`src/rtl/clause_count_sequencer.sv`:
```
`default_nettype none
// ============================================================================
//  Module   : clause_count_sequencer
//  Purpose  : Snapshots a clause-satisfied vector on start, counts its ones
//             CHUNK_WIDTH bits per cycle, then reports the count, a running
//             best, an improvement flag, an all-satisfied flag and an
//             iteration budget to the search control FSM.
//  Ports    :
//    in_clk             clock, all logic on posedge
//    in_reset           synchronous active-high reset
//    in_start           request one evaluation (sampled in IDLE only)
//    in_clear_run       clear best / iteration / limit / improved (IDLE only)
//    in_clauses         clause-satisfied vector, 1 = satisfied
//    out_busy           high while scanning or reporting
//    out_done           one-cycle pulse, results valid
//    out_ones           ones in the last evaluated snapshot
//    out_best_ones      maximum out_ones since reset/clear
//    out_improved       last evaluation strictly beat the previous best
//    out_all_satisfied  last out_ones equals NUMBER_OF_CLAUSES
//    out_iteration      completed evaluations since reset/clear (saturating)
//    out_limit_reached  out_iteration equals MAX_ITERATIONS
//  Revision : 1.0 - initial release
// ============================================================================
module clause_count_sequencer #(
  parameter int NUMBER_OF_CLAUSES                 = 16,
  parameter int MAXIMUM_BIT_WIDTH_OF_CLAUSE_INDEX = 4,
  parameter int CHUNK_WIDTH                       = 4,
  parameter int MAX_ITERATIONS                    = 1024,
  parameter int ITERATION_WIDTH                   = 11
) (
  input  logic                                         in_clk,
  input  logic                                         in_reset,
  input  logic                                         in_start,
  input  logic                                         in_clear_run,
  input  logic [NUMBER_OF_CLAUSES-1:0]                 in_clauses,
  output logic                                         out_busy,
  output logic                                         out_done,
  output logic [MAXIMUM_BIT_WIDTH_OF_CLAUSE_INDEX:0]   out_ones,
  output logic [MAXIMUM_BIT_WIDTH_OF_CLAUSE_INDEX:0]   out_best_ones,
  output logic                                         out_improved,
  output logic                                         out_all_satisfied,
  output logic [ITERATION_WIDTH-1:0]                   out_iteration,
  output logic                                         out_limit_reached
);

  localparam int C_CNT_W      = MAXIMUM_BIT_WIDTH_OF_CLAUSE_INDEX + 1;
  localparam int C_NUM_CHUNKS = (NUMBER_OF_CLAUSES + CHUNK_WIDTH - 1) / CHUNK_WIDTH;
  localparam int C_IDX_W      = (C_NUM_CHUNKS > 1) ? $clog2(C_NUM_CHUNKS) : 1;
  // The chunk table is sized to the full index range so any index value
  // selects a defined (zero) chunk.
  localparam int C_SLOTS      = 1 << C_IDX_W;
  localparam int C_PAD_W      = C_SLOTS * CHUNK_WIDTH;

  localparam logic [C_CNT_W-1:0]         C_ALL_ONES = C_CNT_W'(NUMBER_OF_CLAUSES);
  localparam logic [C_IDX_W-1:0]         C_LAST_IDX = C_IDX_W'(C_NUM_CHUNKS - 1);
  localparam logic [C_IDX_W-1:0]         C_IDX_ONE  = C_IDX_W'(1);
  localparam logic [ITERATION_WIDTH-1:0] C_MAX_ITER = ITERATION_WIDTH'(MAX_ITERATIONS);
  localparam logic [ITERATION_WIDTH-1:0] C_ITER_ONE = ITERATION_WIDTH'(1);

  typedef enum logic [1:0] {
    ST_IDLE   = 2'd0,
    ST_SCAN   = 2'd1,
    ST_REPORT = 2'd2
  } state_t;

  // --------------------------------------------------------------------------
  // Registers
  // --------------------------------------------------------------------------
  state_t                       state_q;
  logic [NUMBER_OF_CLAUSES-1:0] snap_q;
  logic [C_CNT_W-1:0]           acc_q;
  logic [C_IDX_W-1:0]           idx_q;
  logic                         busy_q;
  logic                         done_q;
  logic [C_CNT_W-1:0]           ones_q;
  logic [C_CNT_W-1:0]           best_q;
  logic                         improved_q;
  logic                         all_sat_q;
  logic [ITERATION_WIDTH-1:0]   iter_q;
  logic                         limit_q;

  // --------------------------------------------------------------------------
  // Chunk selection and popcount
  // --------------------------------------------------------------------------
  logic [C_PAD_W-1:0]     w_padded;
  logic [CHUNK_WIDTH-1:0] w_chunks [C_SLOTS];
  logic [CHUNK_WIDTH-1:0] w_chunk;
  logic [C_CNT_W-1:0]     w_chunk_ones;
  logic [C_CNT_W-1:0]     acc_d;
  logic [ITERATION_WIDTH-1:0] iter_d;

  // Bits beyond NUMBER_OF_CLAUSES are forced to zero so the last partial
  // chunk and unused slots contribute nothing.
  always_comb begin
    w_padded                          = '0;
    w_padded[NUMBER_OF_CLAUSES-1:0]   = snap_q;
  end

  for (genvar g = 0; g < C_SLOTS; g++) begin : g_chunk
    assign w_chunks[g] = w_padded[g*CHUNK_WIDTH +: CHUNK_WIDTH];
  end

  assign w_chunk = w_chunks[idx_q];

  always_comb begin
    w_chunk_ones = '0;
    for (int b = 0; b < CHUNK_WIDTH; b++) begin
      w_chunk_ones = w_chunk_ones + C_CNT_W'(w_chunk[b]);
    end
  end

  assign acc_d  = acc_q + w_chunk_ones;
  assign iter_d = (iter_q == C_MAX_ITER) ? iter_q : (iter_q + C_ITER_ONE);

  // --------------------------------------------------------------------------
  // Sequencer FSM with registered outputs
  // --------------------------------------------------------------------------
  always_ff @(posedge in_clk) begin
    if (in_reset) begin
      state_q    <= ST_IDLE;
      snap_q     <= '0;
      acc_q      <= '0;
      idx_q      <= '0;
      busy_q     <= 1'b0;
      done_q     <= 1'b0;
      ones_q     <= '0;
      best_q     <= '0;
      improved_q <= 1'b0;
      all_sat_q  <= 1'b0;
      iter_q     <= '0;
      limit_q    <= 1'b0;
    end else begin
      case (state_q)
        ST_IDLE: begin
          done_q <= 1'b0;
          // Clear takes priority: a start in the same cycle is dropped.
          if (in_clear_run) begin
            best_q     <= '0;
            iter_q     <= '0;
            limit_q    <= 1'b0;
            improved_q <= 1'b0;
          end else if (in_start && !limit_q) begin
            snap_q  <= in_clauses;
            acc_q   <= '0;
            idx_q   <= '0;
            busy_q  <= 1'b1;
            state_q <= ST_SCAN;
          end
        end

        ST_SCAN: begin
          acc_q <= acc_d;
          idx_q <= idx_q + C_IDX_ONE;
          if (idx_q == C_LAST_IDX) begin
            state_q <= ST_REPORT;
          end
        end

        ST_REPORT: begin
          ones_q     <= acc_q;
          all_sat_q  <= (acc_q == C_ALL_ONES);
          improved_q <= (acc_q > best_q);
          if (acc_q > best_q) begin
            best_q <= acc_q;
          end
          iter_q  <= iter_d;
          limit_q <= (iter_d == C_MAX_ITER);
          done_q  <= 1'b1;
          busy_q  <= 1'b0;
          state_q <= ST_IDLE;
        end

        default: begin
          busy_q  <= 1'b0;
          done_q  <= 1'b0;
          state_q <= ST_IDLE;
        end
      endcase
    end
  end

  assign out_busy          = busy_q;
  assign out_done          = done_q;
  assign out_ones          = ones_q;
  assign out_best_ones     = best_q;
  assign out_improved      = improved_q;
  assign out_all_satisfied = all_sat_q;
  assign out_iteration     = iter_q;
  assign out_limit_reached = limit_q;

endmodule
`default_nettype wire

```
`config.mk`:
```
export PLATFORM = sky130hd
export DESIGN_NAME = clause_count_sequencer
export DESIGN_NICKNAME = d
export VERILOG_FILES = /design/src/rtl/clause_count_sequencer.sv
export SDC_FILE = /design/constraint.sdc
export NUM_CORES = 1
export LEC_CHECK = 0
export ABC_AREA = 1
export BUFFER_PORTS_ARGS = -buffer_cell sky130_fd_sc_hd__buf_4
export CAP_MARGIN = 20
export CORE_ASPECT_RATIO = 1.4
export CORE_MARGIN = 2
export CORE_UTILIZATION = 30
export CTS_CLUSTER_DIAMETER = 150
export DETAILED_ROUTE_END_ITERATION = 10
export SETUP_SLACK_MARGIN = 0.05
export SYNTH_ARGS = -nofsm -noshare
export SYNTH_HDL_FRONTEND = slang
export SYNTH_SLANG_ARGS = --single-unit
```
`constraint.sdc`:
```
create_clock -name in_clk -period 3.1 [get_ports in_clk]
set_input_delay 0.155 -clock in_clk [delete_from_list [all_inputs] [get_ports in_clk]]
set_output_delay 0.155 -clock in_clk [all_outputs]
set_load 0.005 [all_outputs]
```
==> qor.csv <==
metric,value,unit
number_of_h_tree_levels,2,
setup_tns,0,ns
worst_hold_start,in_clauses[10],
class_of_the_worst_hold_path,in -> reg,
worstPathRequired,3.31,ns
hold_violations,0,
cts_sinks,51,
synth_area_per_cell,7.26,µm²
synth_adder_area_share,6.83,%
floorplan.die.width,81.6,µm
wirelength,5970,µm
drv.max_cap_violation_count,0,
timing.final.max_slew_violations,0,
max_freq,0.355,GHz
ctsResizeCount,0,
final.fill_count,857,
top_level_ports,46,
detail_route.first_pass.iterations,4,
rsz0062_at_grt,no,
period_utilisation_layout,91.0,%
grt_overflow,0,
worstSetupPathType,reg -> reg,
clock_latency_reported_for_the_late_side_of_the_worst_skew_pair,0.30,ns
cellPowerDensity,461,nW/µm²
grt_pass1_wl,9940,µm
port_buffers,45,
wl_per_cell,12.1,µm
route.detailed.vias_per_inst,4.71,
setup_fix_bufs_post_cts,0,
total_leakage_power,1.30,nW
number_of_global_route_vias_before_repair,2221,
vdd_ir_drop_max,216,µV
fin_hold_ws,0.111,ns
critical_path.startpoint_type,flip-flop,
synth.ff_latch_count,51,
ys_types,34,
finalSetupViolations,0,
synth_xor_xnor_area_share,2.08,%
timing.max_slew.rel_slack,50.1,%
initialDrtViolationCount,62,
biggest_fanout_along_the_worst_timing_path,7,
cts-hold-fix-buffers,0,
final_antenna_net_count,0,
via_count,2327,
final_net_count,423,
synth_top_family_by_area,simple AND/OR/NAND/NOR gates,
synth.mux.area_fraction,0,%
yosys.area_share.simple,24.0,%
cts_root_buffer,clkbuf_16,
layout-drive-gt1-share,16.8,%
syn_area,2530,µm²
timing_worst_slew_pin_value,0.746,ns
overall_die_area,9190,µm²
grt_antenna_before_repair,0,
tritoncts_clock_tree,yes,
syn2layout_area_growth,23.2,%
yosys_warnings,0,
status,"complete, no violations",
crit_start,idx_q[1],
worstPathArrival,3.03,ns
cts-buffers-inserted,5,
dp_hpwl,4470,µm
globalRouteTotalUtil,13.7,%
register_area_share_after_synthesis,40.4,%
fp.coreArea,8150,µm²
cts.clk_slew.worst_paths,0.07,ns
synth-compound-area-share,17.2,%
gpl.final_weighted_congestion,0.860,
initial_util,31.0,%
pin_count_of_the_biggest_net_entering_global_routing,28,
placementRows,39,
ctsLongestPathBuffers,2,
syn_inst,348,
cp-end-kind,flip-flop,
drc,0,
die-height,113,µm
finalClockSkew,0.00598,ns
period_minus_slack,2.82,ns
crit-reg2reg-launch,idx_q[1],
num_antenna_cells,0,
synth_fp_nets,380,
[critical path, stage by stage (launching register included)]
cell and delay [ns]:
dfxtp_1 0.46, inv_1 0.11, o21ai_0 0.10, o22ai_1 0.12
fa_1 0.52, inv_1 0.06, fa_1 0.47, fa_1 0.41
nor2_1 0.17, nand2_1 0.09, nand2_1 0.06, nor3b_1 0.17
[power breakdown]
part / switching (W) / leakage [nW] / internal, W
registers: 0.0000172 / 0.415 / 0.000680
logic: 0.000102 / 0.813 / 0.0000738
clock network: 0.000257 / 0.0748 / 0.000307
[placed cells by master, fill, tap and decap left out, types with 2 or more instances in the layout]
cell	count
nand2_1	65
inv_1	51
dfxtp_1	51
buf_4	47
a21oi_1	38
nor2_1	32
o21ai_0	25
nand3_1	24
ha_1	9
clkbuf_16	5
o22ai_1	4
a22oi_1	3
nor2_4	3
xnor2_1	3
xor2_1	3
fa_1	3
o211ai_1	2
nand2_2	2
nand4_1	2
nand3_2	2
nor3_1	2
a211oi_1	2
inv_6	2
[per-stage QoR]
stage                     util, %  setup slack [ns]  cells  total power, W  cell area, µm²
after global placement       36.3             0.481    486        0.000882            2960
after detailed placement     36.3             0.326    486        0.000889            2960
final                        38.2             0.279    494         0.00144            3110
after CTS                    38.2             0.286    494         0.00145            3110
after floorplan                 -             0.518    348        0.000825            2530
after global routing         38.2            0.0579    494         0.00151            3110
[synthesized netlist by cell type]
cell / number / area, µm²
xnor2_1: 3 / 26.3
nand2_2: 2 / 12.5
o31ai_1: 1 / 7.51
fa_1: 3 / 60.1
nand3_1: 24 / 120
nor3_1: 2 / 10.0
dfxtp_1: 51 / 1020
a211oi_1: 2 / 15.0
o22ai_1: 4 / 25.0
nor3b_1: 1 / 7.51
o211ai_1: 2 / 15.0
buf_1: 1 / 3.75
a21oi_2: 1 / 8.76
ha_1: 9 / 113
o21ai_0: 25 / 125
buf_2: 4 / 20.0
clkbuf_1: 6 / 22.5
nand2_1: 65 / 244
xor2_1: 3 / 26.3
nand3_2: 2 / 20.0
or2_1: 1 / 6.26
inv_2: 1 / 3.75
o21ai_2: 1 / 8.76
or2_0: 1 / 6.26
nor2_4: 3 / 33.8
a22oi_1: 3 / 22.5
inv_1: 51 / 191
o21bai_1: 1 / 7.51
nor2_1: 32 / 120
a2bb2oi_1: 1 / 8.76
nor2_2: 1 / 6.26
a21oi_1: 38 / 190
nand4_1: 2 / 12.5
nor4_1: 1 / 6.26
[registers in the layout, summed over array words and instances (netlist names)]
register           count
out_iteration         11
snap_q                16
out_all_satisfied      1
acc_q                  5
out_busy               1
out_best_ones          5
out_improved           1
out_limit_reached      1
state_q                2
idx_q                  2
out_done               1
out_ones               5
[logic make-up after synthesis]
| group | after synthesis |
|---|---|
| compound gates | 79 |
| xor+xnor | 6 |
| fa+ha+maj | 12 |
| buf+inv | 63 |
| flops | 51 |
| simple gates | 137 |
[final cells by class]
type                    count  area, µm²  area share [%]
multi-input cells         234       1260            40.6
flip-flops and latches     51       1020            32.8
repair buffers             47        353            11.3
inverters                  52        195            6.27
well taps                 102        128            4.10
clock buffers               5        125            4.02
clock inverters             3       26.3           0.844
[metal layers]
layer / vias to the layer above / global-route usage [%] / part of all wire (%)
li1: 1215 / - / -
met3: 11 / 2.65 / 5.0
met2: 52 / 24.2 / 52
met1: 1049 / 15.9 / 42
met5: - / 0 / 0
met4: 0 / 5.44 / 1.7
[final timing paths]
kind         slack (ns)         end  depth (start not counted)
max                0.28    acc_q[4]                         11
min                0.11  snap_q[10]                          3
max reg2reg        0.28    acc_q[4]                         11
min reg2reg        0.45   snap_q[7]                          2
(Power assumes the default switching activity.)
